$ cat config.mk
export PLATFORM = sky130hd
export DESIGN_NAME = audio_playback_mixer
export DESIGN_NICKNAME = d
export VERILOG_FILES = /design/src/rtl/audio_playback_mixer.sv
export SDC_FILE = /design/constraint.sdc
export NUM_CORES = 1
export LEC_CHECK = 0
export ABC_AREA = 1
export BUFFER_PORTS_ARGS = -buffer_cell sky130_fd_sc_hd__buf_2
export CAP_MARGIN = 20
export CORE_MARGIN = 3
export CORE_UTILIZATION = 45
export CTS_CLUSTER_SIZE = 24
export DETAILED_ROUTE_END_ITERATION = 12
export SLEW_MARGIN = 30
export SYNTH_ARGS = -nofsm -noshare
export SYNTH_HDL_FRONTEND = slang
export SYNTH_SLANG_ARGS = --single-unit
$ cat constraint.sdc
create_clock -name clk_in -period 4.66 [get_ports clk_in]
set_input_delay 0.233 -clock clk_in [delete_from_list [all_inputs] [get_ports clk_in]]
set_output_delay 0.233 -clock clk_in [all_outputs]
set_load 0.005 [all_outputs]
$ cat src/rtl/audio_playback_mixer.sv
// Multi-channel mixer: priority select or average mix, gain, saturation, and a first-order PDM output.
// Optional clip_out pulse is built only when MIXER_CLIP_DETECT_EN is defined.
module audio_playback_mixer #(
   parameter int NUM_CHANNELS = 4,
   parameter int SAMPLE_WIDTH = 16
) (
   input  logic                                      clk_in,
   input  logic                                      rst_in,
   input  logic [NUM_CHANNELS-1:0][SAMPLE_WIDTH-1:0] audio_data_in,
   input  logic                                      audio_valid_in,
   output logic                                      audio_ready_out,
   input  logic [NUM_CHANNELS-1:0]                   sel_in,
   input  logic                                      mode_in,
   input  logic [2:0]                                gain_in,
   output logic [SAMPLE_WIDTH-1:0]                   level_out,
   output logic                                      level_valid_out,
   output logic                                      pdm_out
`ifdef MIXER_CLIP_DETECT_EN
   ,
   output logic                                      clip_out
`endif
);

   localparam int LOG2_CH = $clog2(NUM_CHANNELS);
   localparam int ACC_W   = SAMPLE_WIDTH + LOG2_CH + 8;
   localparam int RES_W   = ACC_W + 8;
   localparam logic [LOG2_CH-1:0] LAST_IDX = LOG2_CH'(NUM_CHANNELS - 1);
   localparam logic signed [RES_W-1:0] SAT_MAX = RES_W'((1 << (SAMPLE_WIDTH - 1)) - 1);
   localparam logic signed [RES_W-1:0] SAT_MIN = ~SAT_MAX;

   typedef enum logic [1:0] {IDLE, ACCUM, SCALE} state_e;

   state_e                                   state_q, state_d;
   logic [LOG2_CH-1:0]                       idx_q, idx_d;
   logic signed [ACC_W-1:0]                  acc_q, acc_d;
   logic                                     found_q, found_d;
   logic [NUM_CHANNELS-1:0][SAMPLE_WIDTH-1:0] data_q, data_d;
   logic [NUM_CHANNELS-1:0]                  sel_q, sel_d;
   logic                                     mode_q, mode_d;
   logic [2:0]                               gain_q, gain_d;
   logic                                     ready_q, ready_d;
   logic [SAMPLE_WIDTH-1:0]                  level_q, level_d;
   logic                                     level_vld_q, level_vld_d;
   logic [SAMPLE_WIDTH-1:0]                  pdm_acc_q, pdm_acc_d;
   logic                                     pdm_q, pdm_d;

   logic [SAMPLE_WIDTH-1:0]   cur_sample;
   logic signed [ACC_W-1:0]   cur_ext;
   logic signed [RES_W-1:0]   acc_ext, shifted, scaled;
   logic                      sat_hi, sat_lo;
   logic [SAMPLE_WIDTH-1:0]   sat_val;
   logic [SAMPLE_WIDTH:0]     pdm_sum;

   assign cur_sample = data_q[idx_q];
   assign cur_ext    = {{(ACC_W - SAMPLE_WIDTH){cur_sample[SAMPLE_WIDTH-1]}}, cur_sample};

   // Widen before shifting so gain never wraps ahead of the saturation check.
   assign acc_ext = {{8{acc_q[ACC_W-1]}}, acc_q};
   assign shifted = mode_q ? (acc_ext >>> LOG2_CH) : acc_ext;
   assign scaled  = shifted <<< gain_q;
   assign sat_hi  = scaled > SAT_MAX;
   assign sat_lo  = scaled < SAT_MIN;
   assign sat_val = sat_hi ? SAT_MAX[SAMPLE_WIDTH-1:0] :
                    sat_lo ? SAT_MIN[SAMPLE_WIDTH-1:0] : scaled[SAMPLE_WIDTH-1:0];

   always_comb begin
      state_d     = state_q;
      idx_d       = idx_q;
      acc_d       = acc_q;
      found_d     = found_q;
      data_d      = data_q;
      sel_d       = sel_q;
      mode_d      = mode_q;
      gain_d      = gain_q;
      ready_d     = ready_q;
      level_d     = level_q;
      level_vld_d = 1'b0;
      case (state_q)
         IDLE: begin
            if (audio_valid_in && ready_q) begin
               data_d  = audio_data_in;
               sel_d   = sel_in;
               mode_d  = mode_in;
               gain_d  = gain_in;
               acc_d   = '0;
               found_d = 1'b0;
               idx_d   = '0;
               ready_d = 1'b0;
               state_d = ACCUM;
            end
         end
         ACCUM: begin
            // In priority mode only the first enabled channel contributes.
            if (sel_q[idx_q] && (mode_q || !found_q)) begin
               acc_d = acc_q + cur_ext;
            end
            if (sel_q[idx_q]) begin
               found_d = 1'b1;
            end
            idx_d = idx_q + 1'b1;
            if (idx_q == LAST_IDX) begin
               state_d = SCALE;
            end
         end
         SCALE: begin
            level_d     = sat_val;
            level_vld_d = 1'b1;
            ready_d     = 1'b1;
            state_d     = IDLE;
         end
         default: state_d = IDLE;
      endcase
   end

   // Offset-binary level drives a first-order sigma-delta; the carry is the bit stream.
   assign pdm_sum   = {1'b0, pdm_acc_q} + {1'b0, ~level_q[SAMPLE_WIDTH-1], level_q[SAMPLE_WIDTH-2:0]};
   assign pdm_acc_d = pdm_sum[SAMPLE_WIDTH-1:0];
   assign pdm_d     = pdm_sum[SAMPLE_WIDTH];

   always_ff @(posedge clk_in or posedge rst_in) begin
      if (rst_in) begin
         state_q     <= IDLE;
         idx_q       <= '0;
         acc_q       <= '0;
         found_q     <= 1'b0;
         data_q      <= '0;
         sel_q       <= '0;
         mode_q      <= 1'b0;
         gain_q      <= '0;
         ready_q     <= 1'b1;
         level_q     <= '0;
         level_vld_q <= 1'b0;
         pdm_acc_q   <= '0;
         pdm_q       <= 1'b0;
      end else begin
         state_q     <= state_d;
         idx_q       <= idx_d;
         acc_q       <= acc_d;
         found_q     <= found_d;
         data_q      <= data_d;
         sel_q       <= sel_d;
         mode_q      <= mode_d;
         gain_q      <= gain_d;
         ready_q     <= ready_d;
         level_q     <= level_d;
         level_vld_q <= level_vld_d;
         pdm_acc_q   <= pdm_acc_d;
         pdm_q       <= pdm_d;
      end
   end

`ifdef MIXER_CLIP_DETECT_EN
   logic clip_q, clip_d;

   assign clip_d = (state_q == SCALE) && (sat_hi || sat_lo);

   always_ff @(posedge clk_in or posedge rst_in) begin
      if (rst_in) begin
         clip_q <= 1'b0;
      end else begin
         clip_q <= clip_d;
      end
   end

   assign clip_out = clip_q;
`endif

   assign audio_ready_out = ready_q;
   assign level_out       = level_q;
   assign level_valid_out = level_vld_q;
   assign pdm_out         = pdm_q;

endmodule

[After elaboration in Yosys (flattened, before gate mapping)]
Cells that the tools add are included.
Storage, ports and cells
  flip-flop bits (word level): 138
  output and inout bits: 19
  word-level logic and storage cells: 64
Operators by class
  $add $sub $neg: 3
  $lt $le $gt $ge: 3
  equal/unequal tests: 7
  shift operators: 1
  muxes and demuxes: 20
  bitwise operators: 1
  reductions and logical operators: 13
Operators by type and width (number)
  two-way mux 26 bit: 2
  one-hot mux 26 bit (2 select lines): 1
  two-way mux 16 bit: 3
  > comparator 34 x 16 -> 1 bit (second input constant): 1
  < comparator 34 x 16 -> 1 bit (second input constant): 1
  <<< shifter 26 x 3 -> 34 bit: 1
  binary-select mux 16 bit (select 2 bit): 1
  adder 26 x 16 -> 26 bit: 1
  two-way mux 25 bit: 1
  adder 16 x 16 -> 17 bit: 1
  inequality test 2 bit (second input constant): 4
  one-hot mux 2 bit (2 select lines): 2
  AND reduction 2 bit: 4
  two-way mux 2 bit: 3
  AND reduction 3 bit: 2
  equality test 2 bit (second input constant): 2
  two-way mux 1 bit: 4
  one-hot mux 1 bit (2 select lines): 2
  nonzero test 2 bit: 2
  < comparator 2 x 3 -> 1 bit (second input constant): 1
  adder 2 x 1 -> 2 bit (second input constant): 1
  binary-select mux 1 bit (select 2 bit): 1
  equality test 2 x 1 -> 1 bit (second input constant): 1
  logical AND 1 bit: 2
  other kinds (4): 4

[Logic depth before layout (Yosys ltp)]
Gate-level depths: netlist of run 1.
  depth after elaboration: 5
  depth in mapped cells: 18

[Worst setup path after synthesis of run 1]
No wires, ideal clock.
  path kind: reg2reg
  from: reg idx_q[0]
  to: reg acc_q[8]
  arrival: 2741 ps
  required time: 4532 ps
  slack: 1791 ps
  stages on the path, launching flop included: 16
  clock period less this slack: 2869 ps
  cells stage by stage: dfrtp_1 buf_2 clkinv_1 clkbuf_1 nor2_1 o22ai_1 ha_1 inv_1 fa_1 inv_1 nand2_1 o21ai_0 a21boi_0 o21ai_0 xnor2_1 o21ai_0
On the way
  word-level cells in the longest chain between the ends: 5
  elaborated cells between the ends (all ways): 10
  classes of those cells: add/sub (1); eq/ne (1); mux (6); reduce/logical (2)
Ends and longest elaborated chain
  from (decl): RTL line 34  | logic [LOG2_CH-1:0] idx_q, idx_d;
  from (signal assigned): RTL line 137  | idx_q <= idx_d;
  binary-select mux 16 bit (select 2 bit) / binary-select mux 1 bit (select 2 bit) (equally long branches): RTL line 54, 94
  two-way mux 16 bit (not written as such) / two-way mux 1 bit (equally long branches): RTL line 54, 94
  adder 26 x 16 -> 26 bit / logical AND 1 bit (equally long branches): RTL line 95, 94
  two-way mux 26 bit / inequality test 2 bit (equally long branches)
  one-hot mux 26 bit (2 select lines) / AND reduction 3 bit (equally long branches)
  to (signal assigned): RTL line 124  | acc_q <= '0;
  to (signal assigned): RTL line 138  | acc_q <= acc_d;
  to (decl): RTL line 35  | logic signed [ACC_W-1:0] acc_q, acc_d;
Parallel ways exist; a longest one is shown, timed or not. The select of a mux whose other input is x is not followed.
A chain may end at the register's enable or synchronous reset.

[Worst setup path in the final report of run 1]
  from: reg idx_q[1]
  to: reg acc_q[21]
Same word-level chain as after synthesis.

==> results of run 1 <==
report_power, final:
part	switching (mW)	total, mW	internal, mW
logic	3.10	4.84	1.74
registers	0.427	2.15	1.73
clock network	0.561	1.34	0.778
total	4.09	8.34	4.25
registers in the layout, indices dropped and copies added (netlist names), 2 cells and up:
name	flops
level_out	16
gain_q	3
acc_q	26
data_q	64
state_q	2
idx_q	2
pdm_acc_q	16
sel_q	4
per-stage QoR:
stage	setup slack, ns	area (sq um)
6_report	1.15	10600
2_1_floorplan	0.732	9110
3_3_place_gp	1.27	9680
5_1_grt	0.667	10600
4_1_cts	1.15	10600
3_5_place_dp	1.18	9680
Yosys cell counts, types with 3 or more instances:
cell type                  count  area share
sky130_fd_sc_hd__a21o_1        3      0.0025
sky130_fd_sc_hd__nor3_1        6      0.0033
sky130_fd_sc_hd__xor2_1       12       0.012
sky130_fd_sc_hd__nand2_4       6      0.0074
sky130_fd_sc_hd__nand2_1     478        0.20
sky130_fd_sc_hd__a21oi_1      54       0.030
sky130_fd_sc_hd__o21ai_0      94       0.052
sky130_fd_sc_hd__nand3_2      26       0.029
sky130_fd_sc_hd__buf_1         4      0.0016
sky130_fd_sc_hd__buf_6         7      0.0087
sky130_fd_sc_hd__nand4_1       4      0.0027
sky130_fd_sc_hd__inv_1        59       0.024
sky130_fd_sc_hd__nand3b_1      4      0.0033
sky130_fd_sc_hd__ha_1         42       0.058
sky130_fd_sc_hd__nand3_1      83       0.046
sky130_fd_sc_hd__a21boi_0      3      0.0025
sky130_fd_sc_hd__or2_2         3      0.0021
sky130_fd_sc_hd__buf_2        13      0.0071
sky130_fd_sc_hd__xnor2_1       8      0.0077
sky130_fd_sc_hd__a31oi_1       9      0.0062
sky130_fd_sc_hd__o22ai_1      20       0.014
sky130_fd_sc_hd__clkbuf_1     28       0.012
sky130_fd_sc_hd__nor2_2        3      0.0021
sky130_fd_sc_hd__dfrtp_1     137        0.38
sky130_fd_sc_hd__nor2_1      101       0.042
sky130_fd_sc_hd__o21bai_1      5      0.0041
sky130_fd_sc_hd__nand2_2       8      0.0055
sky130_fd_sc_hd__mux2i_1       8      0.0088
sky130_fd_sc_hd__a21oi_2      10      0.0096
routing by layer:
layer	up-vias	track usage	share of wire
met5	-	0	0
met4	0	0.0600	0.014
met3	23	0.0280	0.036
met2	171	0.364	0.47
met1	3848	0.311	0.48
li1	4356	-	-
how the worst min path moves through the flow:
| stage | startpoint | end | slack, ns | cells past startpoint |
|---|---|---|---|---|
| 4_1_cts | audio_data_in[21] | data_q[21] | 0.00007 | 3 |
| 6_report | audio_data_in[11] | data_q[11] | 0.01 | 3 |
| 3_5_place_dp | audio_data_in[42] | data_q[42] | 0.43 | 3 |
| 3_3_place_gp | audio_data_in[9] | data_q[9] | 0.43 | 3 |
| 5_1_grt | sel_in[3] | sel_q[3] | 0.009 | 3 |
| 2_1_floorplan | audio_data_in[0] | data_q[0] | 0.34 | 2 |
area by class of cell:
type,count,area (sq um)
multi-input combinational,1005,5110
tap,265,332
fill,1996,9030
inverter,64,254
sequential,138,3450
clock buffer,20,457
timing repair buffer,137,883
clock inverter,12,126
cell families after synthesis:
kind of cell | count (synthesis) | synth area share
AOI/OAI and AO/OA | 209 | 0.130
xor gates and xnor gates | 20 | 0.0192
adders and majority gates | 44 | 0.0621
buffers and inverters | 119 | 0.0599
DFF | 138 | 0.379
muxes | 8 | 0.00879
and+or+nand+nor | 724 | 0.341
worst reg2reg max path, stage by stage (launching register included):
cell and delay [ns]:
sky130_fd_sc_hd__dfrtp_1 0.59, sky130_fd_sc_hd__inv_1 0.47, sky130_fd_sc_hd__o21ai_0 0.18, sky130_fd_sc_hd__o22ai_1 0.21, sky130_fd_sc_hd__ha_1 0.32, sky130_fd_sc_hd__a21oi_1 0.17, sky130_fd_sc_hd__nand2_1 0.16, sky130_fd_sc_hd__a21boi_0 0.39
sky130_fd_sc_hd__o21ai_0 0.28, sky130_fd_sc_hd__nand3_1 0.12, sky130_fd_sc_hd__nand2_1 0.12, sky130_fd_sc_hd__nand2_1 0.10, sky130_fd_sc_hd__nand2_1 0.07, sky130_fd_sc_hd__nand2_1 0.06, sky130_fd_sc_hd__nand2_1 0.04, sky130_fd_sc_hd__o21ai_0 0.14
layout by cell type (no fill, tap or decap), types with 3 or more instances in the layout:
| master | n |
|---|---|
| sky130_fd_sc_hd__o22ai_1 | 20 |
| sky130_fd_sc_hd__nor2_1 | 101 |
| sky130_fd_sc_hd__mux2i_1 | 8 |
| sky130_fd_sc_hd__inv_1 | 57 |
| sky130_fd_sc_hd__nand2_2 | 8 |
| sky130_fd_sc_hd__a31oi_1 | 9 |
| sky130_fd_sc_hd__a21boi_0 | 3 |
| sky130_fd_sc_hd__inv_6 | 7 |
| sky130_fd_sc_hd__or2_2 | 3 |
| sky130_fd_sc_hd__ha_1 | 42 |
| sky130_fd_sc_hd__nand2_1 | 478 |
| sky130_fd_sc_hd__o21bai_1 | 5 |
| sky130_fd_sc_hd__nand4_1 | 4 |
| sky130_fd_sc_hd__xnor2_1 | 8 |
| sky130_fd_sc_hd__buf_2 | 93 |
| sky130_fd_sc_hd__a21o_1 | 3 |
| sky130_fd_sc_hd__nand2_4 | 6 |
| sky130_fd_sc_hd__dfrtp_1 | 137 |
| sky130_fd_sc_hd__nor3_1 | 6 |
| sky130_fd_sc_hd__a21oi_1 | 54 |
| sky130_fd_sc_hd__nand3_1 | 82 |
| sky130_fd_sc_hd__o21ai_0 | 94 |
| sky130_fd_sc_hd__inv_2 | 3 |
| sky130_fd_sc_hd__a21oi_2 | 10 |
| sky130_fd_sc_hd__dlygate4sd3_1 | 35 |
| sky130_fd_sc_hd__nand3_2 | 27 |
| sky130_fd_sc_hd__xor2_1 | 12 |
| sky130_fd_sc_hd__nand3b_1 | 4 |
| sky130_fd_sc_hd__nor2_2 | 3 |
| sky130_fd_sc_hd__clkbuf_16 | 17 |
| sky130_fd_sc_hd__buf_4 | 9 |
repair_timing:
action / 4_1_cts / 5_1_grt
hold buffers: 34 / 1
endpoints found under the hold margin: 34 / 3
setup endpoints to repair: 0 / 0
==> impl_metrics.yaml, run 1 <==
synthesis:
  async_reset_ff_frac: 1.00
  postSynthCellCount: 1262
  seq_area_frac_synth: 0.379
  syn-num-nets: 1381
  mean_post_synth_cell_area_sq_um: 7.22
  synth.cell_area_sq_mm: 0.00911
  synth.yosys.warnings: 0
  ys_ff_latch: 138
  yosysUniqueCellTypes: 46
  synth_edf_count: 0
  ys_dominant_reg_cell: "sky130_fd_sc_hd__dfrtp_1"
detailed_routing:
  detail_route.first_pass.iterations: 4
  route.antenna.remaining_nets: 0
  detail_route.wl_per_cell_um: 14.3
  via_count: 8398
  vias_per_cell: 5.12
  drt_wl_total_um: 23500
  dr_drc_count: 0
  drtIter0Drc: 413
layout:
  fraction_of_final_layout_cells_sized_beyond_drive_strength_1: 0.144
  area_delta_synth_final_pct: 16.6
  finish.net_count: 1482
  finalCoreUtilization: 0.540
  n_antenna_cell: 0
  final-instance-count-excl-fill: 1641
critical_path:
  critical_path_required_ns: 5.00
  setup.worst_path.end_class: "flip-flop"
  end_of_the_worst_register_to_register_path: "acc_q[21]"
  timing_worst_setup_path_type: "flip-flop to flip-flop"
  cp.depth: 15
  cp-startpoint: "idx_q[1]"
  critical_path.most_common_cell: "sky130_fd_sc_hd__nand2_1"
  critical_path.reg2reg.startpoint: "idx_q[1]"
  critical-path-max-stage-delay_ns: 0.59
  crit_arrival_ns: 3.85
  r2r_setup_slack_ns: 1.15
  slowest_cell_on_the_critical_path: "sky130_fd_sc_hd__dfrtp_1"
  crit_buf_inv: 1
  crit_chain: "inv_1, o21ai_0, o22ai_1, ha_1, a21oi_1, nand2_1, a21boi_0, o21ai_0, nand3_1, nand2_1, nand2_1, nand2_1, nand2_1, nand2_1, o21ai_0"
  critPathMaxFanout: 19
  worstRegToRegCells: 15
  crit_path_end: "acc_q[21]"
  critical_path.top_delay_family: "compound AO/OA/AOI/OAI gates"
  critical_path.startpoint_type: "flip-flop"
sta:
  setup_tns_ns: 0
  timing.final.crit_period_ns: 3.51
  fmax_mhz: 285
  grt_setup_unrepaired: "false"
  timing_max_transition_violations_final: 0
  final.setup_skew_ns: 0.0122
  final_min_period_over_clock_period: 0.753
  hold_slack_ns: 0.0102
  finalSetupViolCount: 0
  timing.max_slew.rel_slack: 0.340
  hold_violations: 0
  worst_slew_pin_slew_ns: 0.990
global_routing:
  grt_overflow_total: 0
  track_usage: 0.222
  grt_pass1_vias: 8103
  grt_pass1_wl_um: 39800
  pin_count_of_the_biggest_net_entering_global_routing: 102
  grt_antenna_before_repair: 0
power:
  ir_worst_vdd_mv: 0.324
  leakagePower_nw: 5.39
  report.power.total_mw: 8.34
  p_per_area_mw_per_mm2: 785
floorplan:
  core_sq_mm: 0.0197
  io-pin-count: 94
  initial_core_utilization: 0.463
  rows: 51
  dieWidth_um: 148
  fp.dieH_um: 148
  die_area_sq_mm: 0.0220
clock_tree:
  clock-sinks: 138
  post-cts-setup-buffer-count: 0
  cts_htree_levels: 4
  post_cts_resized: 0
  cts-root-to-sink-buffers: 2
  cts-buffers-inserted: 17
  tritoncts_clock_tree: "done"
  clock_latency_ns: 0.43
  clk_pin_slew_ns: 0.06
  cts.root.buffer_cell: "sky130_fd_sc_hd__clkbuf_16"
place:
  io_buffer_count: 93
  post-dp-hpwl_um: 17300
  finalWeightedCongestion: 0.893
  post-place-cells: 1574
outcome:
  outcome: "finished, final reports clean"
worst_hold_path:
  timing.hold.worst.class: "input pin to flip-flop"
flow_run:
  max_cap_viol_count: 0
(Power assumes the default switching activity.)
==> run 2: changes to the inputs <==
ABC_AREA = 0   (was 1)
clock period = 3.3 ns   (was 4.66 ns; I/O delays follow)
==> impl_metrics.yaml, run 2 <==
synthesis:
  yosysTopAreaCell: "sky130_fd_sc_hd__dfrtp_1"
  ys_dominant_reg_cell: "sky130_fd_sc_hd__dfrtp_1"
  synth_edf_count: 0
  synth.cell_area_sq_mm: 0.00828
  synthMostInstantiatedCell: "sky130_fd_sc_hd__nand2_1"
  yosysUniqueCellTypes: 69
  ys_ff_latch: 138
  mean_post_synth_cell_area_sq_um: 9.14
  synth_top_cells_by_count: "sky130_fd_sc_hd__nand2_1, sky130_fd_sc_hd__dfrtp_1, sky130_fd_sc_hd__nor2_1"
  postSynthCellCount: 906
  synth.yosys.warnings: 0
  seq_area_frac_synth: 0.417
  post-synth-top-area-fraction: 0.414
  syn-num-nets: 1025
  async_reset_ff_frac: 1.00
  ys_top_cells_by_area: "sky130_fd_sc_hd__dfrtp_1, sky130_fd_sc_hd__nand2_1, sky130_fd_sc_hd__ha_1, sky130_fd_sc_hd__mux4_2, sky130_fd_sc_hd__a21oi_1"
sta:
  final_min_period_over_clock_period: 0.977
  hold_slack_ns: 0.102
  timing.final.crit_period_ns: 3.22
  worst_slew_pin_slew_ns: 0.750
  grt_setup_unrepaired: "true"
  timing_max_transition_violations_final: 0
  finalSetupViolCount: 0
  final.setup_skew_ns: 0.00892
  fmax_mhz: 310
  hold_violations: 0
  timing.max_slew.rel_slack: 0.499
clock_tree:
  clock_latency_ns: 0.42
  cts.root.buffer_cell: "sky130_fd_sc_hd__clkbuf_16"
  tritoncts_clock_tree: "done"
  clk_pin_slew_ns: 0.06
  cts_htree_levels: 4
  cts-root-to-sink-buffers: 2
  cts-buffers-inserted: 17
  clock-sinks: 138
layout:
  mostFrequentLayoutCells: "sky130_fd_sc_hd__nand2_1, sky130_fd_sc_hd__dfrtp_1, sky130_fd_sc_hd__buf_2, sky130_fd_sc_hd__dlygate4sd3_1, sky130_fd_sc_hd__buf_4"
  final_area_sq_mm: 0.0110
  area_delta_synth_final_pct: 32.2
  n_antenna_cell: 0
  filler_cell_count_in_the_final_layout: 1508
  fraction_of_final_layout_cells_sized_beyond_drive_strength_1: 0.240
  layout.cells.most_common: "sky130_fd_sc_hd__nand2_1"
  number_of_flip_flops_in_the_largest_register: 64
  registers.top_by_ff_count: "data_q"
  finish.net_count: 1234
  top_flop_regs: "data_q x64, acc_q x26"
global_routing:
  grt_pass1_vias: 7241
  track_usage: 0.214
  pin_count_of_the_biggest_net_entering_global_routing: 76
  grt_antenna_before_repair: 0
  grt_overflow_total: 0
  grt_pass1_wl_um: 35300
floorplan:
  fp.dieH_um: 142
  dieWidth_um: 142
  initial_core_utilization: 0.469
  core_sq_mm: 0.0177
  rows: 48
  io-pin-count: 94
  die_area_sq_mm: 0.0201
power:
  p_per_area_mw_per_mm2: 1070
  ir_worst_vdd_mv: 0.481
  report.power.total_mw: 11.7
  leakagePower_nw: 5.27
detailed_routing:
  drtIter0Drc: 376
  route.antenna.remaining_nets: 0
  drt_wl_total_um: 20500
  dr_drc_count: 0
  via_count: 7129
  detail_route.first_pass.iterations: 5
  detail_route.wl_per_cell_um: 15.2
  vias_per_cell: 5.27
critical_path:
  critical_path_required_ns: 3.60
  worstRegToRegCells: 15
  crit_arrival_ns: 3.53
  critPathMaxFanout: 8
  r2r_setup_slack_ns: 0.08
  critical_path.reg2reg.startpoint: "idx_q[0]"
  timing_worst_setup_path_type: "flip-flop to flip-flop"
  end_of_the_worst_register_to_register_path: "acc_q[22]"
  critical_path.startpoint_type: "flip-flop"
  setup.worst_path.end_class: "flip-flop"
place:
  instance_area_after_placement_sq_mm: 0.00931
  io_buffer_count: 93
  finalWeightedCongestion: 0.879
  post-dp-hpwl_um: 14200
worst_hold_path:
  worst_hold_startpoint: "audio_valid_in"
  timing.hold.worst.class: "input pin to flip-flop"
  worstHoldPathCells: 3
  worstHoldEndpoint: "audio_ready_out"
flow_run:
  max_cap_viol_count: 0
outcome:
  outcome: "finished, final reports clean"
==> run 2: per-stage QoR <==
step	util	TNS [ns]	setup WS, ns	cells
CTS	0.611	-0.0269	-0.0213	1346
finish	0.620	0	0.0752	1352
floorplan	-	0	0.00676	906
global placement	0.527	-0.911	-0.220	1237
global route	0.620	-0.431	-0.109	1352
detailed placement	0.527	-1.29	-0.249	1237
==> run 2: critical path: stages, from the launching register on <==
cell and delay (ns):
sky130_fd_sc_hd__dfrtp_1 0.39, sky130_fd_sc_hd__buf_12 0.15, sky130_fd_sc_hd__mux4_2 0.54, sky130_fd_sc_hd__ha_4 0.20
sky130_fd_sc_hd__inv_2 0.06, sky130_fd_sc_hd__fa_2 0.20, sky130_fd_sc_hd__nor2b_2 0.05, sky130_fd_sc_hd__o2111ai_2 0.21
sky130_fd_sc_hd__and3_4 0.24, sky130_fd_sc_hd__o21ai_4 0.07, sky130_fd_sc_hd__o22ai_4 0.22, sky130_fd_sc_hd__o21ai_4 0.10
sky130_fd_sc_hd__a2111oi_2 0.31, sky130_fd_sc_hd__nor2_1 0.09, sky130_fd_sc_hd__xnor2_1 0.13, sky130_fd_sc_hd__a22o_1 0.17
==> run 2: how the worst max path moves through the flow <==
| stage | startpoint | end |
|---|---|---|
| after floorplan | idx_q[0] | acc_q[25] |
| after global placement | idx_q[0] | acc_q[22] |
| after detailed placement | idx_q[0] | acc_q[18] |
| after CTS | idx_q[0] | acc_q[24] |
| after global routing | idx_q[0] | acc_q[25] |
| final | idx_q[0] | acc_q[22] |
==> run 2: report_power, final <==
| part | internal, mW | switching, mW |
|---|---|---|
| clock network | 1.26 | 0.757 |
| logic | 3.30 | 3.31 |
| registers | 2.47 | 0.636 |
==> run 2: layout make-up <==
type,instances,area [sq um],share of cell area
Timing Repair Buffer,236,1770,0.162
Clock buffer,17,425,0.0388
Tap cell,225,282,0.0257
Multi-Input combinational cell,696,4720,0.431
Clock inverter,14,196,0.0179
Sequential cell,138,3460,0.316
Inverter,26,101,0.00925
==> run 2: cell families after synthesis <==
kind of cell / after synthesis / share of synthesized area
buf+inv: 72 / 0.0378
simple gates: 367 / 0.183
mux: 61 / 0.108
flops: 138 / 0.417
fa+ha+maj: 44 / 0.0683
compound gates: 192 / 0.152
xor+xnor: 32 / 0.0338
==> run 2: layer usage <==
layer | vias to the layer above | global-route usage | wire length, um | part of all wire
met2 | 121 | 0.361 | 9990 | 0.49
met5 | - | 0 | 0 | 0
li1 | 3576 | - | - | -
met3 | 10 | 0.0404 | 605 | 0.030
met4 | 0 | 0.0424 | 133 | 0.0065
met1 | 3422 | 0.291 | 9760 | 0.48
==> run 2: what timing repair did <==
item / CTS / global route
pin swaps: 11 / 16
hold endpoints to repair: 105 / 0
setup endpoints to repair: 8 / 24
hold buffers: 73 / 0
gates resized for setup: 23 / 25
buffers inserted: 5 / 6
==> run 3: changes to the inputs <==
PLACE_DENSITY = 0.66   (was default)
clock period = 2.7 ns   (was 3.3 ns; I/O delays follow)
==> impl_metrics.yaml, run 3 (synthesis results as in run 2) <==
floorplan:
  rows: 48
  fp.dieH_um: 142
  core_sq_mm: 0.0177
  initial_core_utilization: 0.469
  dieWidth_um: 142
  die_area_sq_mm: 0.0201
  io-pin-count: 94
detailed_routing:
  drt_wl_total_um: 21700
  route.antenna.remaining_nets: 0
  detail_route.wl_per_cell_um: 15.5
  dr_drc_count: 0
  via_count: 7437
  vias_per_cell: 5.31
  drtIter0Drc: 346
  detail_route.first_pass.iterations: 7
global_routing:
  track_usage: 0.222
  grt_overflow_total: 0
  pin_count_of_the_biggest_net_entering_global_routing: 79
  grt_pass1_wl_um: 36500
  grt_antenna_before_repair: 0
  grt_pass1_vias: 7443
critical_path:
  end_of_the_worst_register_to_register_path: "acc_q[18]"
  critical_path.reg2reg.startpoint: "idx_q[0]"
  critical_path.startpoint_type: "flip-flop"
  setup.worst_path.end_class: "flip-flop"
  critical-path-max-stage-delay_ns: 0.44
  r2r_setup_slack_ns: -0.49
  critical_path_required_ns: 3.01
  cp-startpoint: "idx_q[0]"
  crit_arrival_ns: 3.50
  crit_buf_inv: 2
  crit_chain: "buf_12, mux4_2, ha_4, inv_2, fa_2, nor2b_2, o2111ai_2, and3_4, o21ai_4, o22ai_4, o21ai_4, a21oi_2, o21ba_2, xnor2_1, a22o_1"
  critical_path.top_delay_family: "compound AO/OA/AOI/OAI gates"
  timing_worst_setup_path_type: "flip-flop to flip-flop"
  critical_path.most_common_cell: "sky130_fd_sc_hd__o21ai_4"
  slowest_cell_on_the_critical_path: "sky130_fd_sc_hd__dfrtp_2"
  critPathMaxFanout: 5
  worstRegToRegCells: 15
layout:
  finish.net_count: 1281
  mostFrequentLayoutCells: "sky130_fd_sc_hd__nand2_1, sky130_fd_sc_hd__dfrtp_1, sky130_fd_sc_hd__buf_4, sky130_fd_sc_hd__buf_2, sky130_fd_sc_hd__dlygate4sd3_1"
  area_delta_synth_final_pct: 39.7
  number_of_flip_flops_in_the_largest_register: 64
  fraction_of_final_layout_cells_sized_beyond_drive_strength_1: 0.307
  top_flop_regs: "data_q x64, acc_q x26"
  finalCoreUtilization: 0.655
  final_area_sq_mm: 0.0116
  layout.cells.most_common: "sky130_fd_sc_hd__nand2_1"
  final-instance-count-excl-fill: 1400
  registers.top_by_ff_count: "data_q"
  n_antenna_cell: 0
sta:
  finalSetupViolCount: 15
  final_min_period_over_clock_period: 1.18
  timing_max_transition_violations_final: 0
  grt_setup_unrepaired: "true"
  fmax_mhz: 313
  timing.max_slew.rel_slack: 0.505
  setup_tns_ns: -4.88
  finalWorstSetupSlack_ns: -0.490
  hold_violations: 0
  worst_slew_pin_slew_ns: 0.743
  timing.final.crit_period_ns: 3.19
  hold_slack_ns: 0.0998
  final.setup_skew_ns: 0.0134
outcome:
  outcome: "finished with violations"
  failed_checks: "negative setup slack"
place:
  finalWeightedCongestion: 0.867
  instance_area_after_placement_sq_mm: 0.00973
  post-place-cells: 1276
  io_buffer_count: 93
  post-dp-hpwl_um: 14700
power:
  p_per_area_mw_per_mm2: 1340
  leakagePower_nw: 5.55
  ir_worst_vdd_mv: 0.721
worst_hold_path:
  timing.hold.worst.class: "input pin to flip-flop"
  worstHoldEndpoint: "audio_ready_out"
  worst_hold_startpoint: "audio_valid_in"
  worstHoldPathCells: 3
clock_tree:
  cts_htree_levels: 4
  clock-sinks: 138
  clk_pin_slew_ns: 0.06
  cts-buffers-inserted: 17
  cts.root.buffer_cell: "sky130_fd_sc_hd__clkbuf_16"
  clock_latency_ns: 0.43
  cts-root-to-sink-buffers: 2
  tritoncts_clock_tree: "done"
flow_run:
  max_cap_viol_count: 0
[run 3: cell count changes in the layout (fill, tap and decap cells not counted), sizes merged]
cell	change
clkinvlp	-1
clkinv	-3
buf	+45
inv	+6
clkbuf	+4
bufinv	-3
[run 3: timing repair]
| item | in CTS | in global routing |
|---|---|---|
| pin swaps | 21 | 28 |
| endpoints found under the setup margin | 28 | 38 |
| resized for setup | 36 | 56 |
| gates cloned | 0 | 3 |
| hold buffers | 73 | 0 |
| buffers inserted | 10 | 7 |
| hold endpoints to repair | 84 | 0 |
[run 3: worst max-delay path by stage]
| stage | cells after the start | slack [ns] | to |
|---|---|---|---|
| after CTS | 15 | -0.61 | acc_q[24] |
| after floorplan | 13 | -0.43 | acc_q[25] |
| after global routing | 15 | -0.65 | acc_q[24] |
| after global placement | 12 | -0.55 | acc_q[25] |
| after detailed placement | 13 | -0.65 | acc_q[25] |
| final | 15 | -0.49 | acc_q[18] |
[run 3: final cells by class]
cell class	count	area, sq um
clock inverter	13	153
tap	225	282
multi-input combinational	696	4920
inverter	26	101
sequential	138	3460
clock buffer	19	453
fill	1375	6080
timing repair buffer	283	2200
[run 3: tightest hold or removal path, stage by stage]
cell	delay, ns
sky130_fd_sc_hd__buf_2	0.10
sky130_fd_sc_hd__nand2b_1	0.10
sky130_fd_sc_hd__a21o_1	0.19
[run 3: metrics by stage]
| step | worst slack, ns | total power [mW] |
|---|---|---|
| floorplan | -0.432 | 9.34 |
| global placement | -0.548 | 11.7 |
| CTS | -0.609 | 14.9 |
| global route | -0.649 | 16.7 |
| detailed placement | -0.649 | 11.9 |
| finish | -0.490 | 15.5 |
[run 3: power by group]
group	total, mW	leakage (nW)	switching [mW]	internal (mW)
logic	9.33	3.53	4.59	4.74
registers	3.76	1.73	0.741	3.01
clock network	2.39	0.293	1.02	1.37
[run 3: metal layers]
layer / vias to the layer above / global-route usage / part of all wire
li1: 3670 / - / -
met2: 191 / 0.358 / 0.48
met1: 3551 / 0.307 / 0.47
met3: 25 / 0.0438 / 0.041
met4: 0 / 0.0596 / 0.014
met5: - / 0 / 0
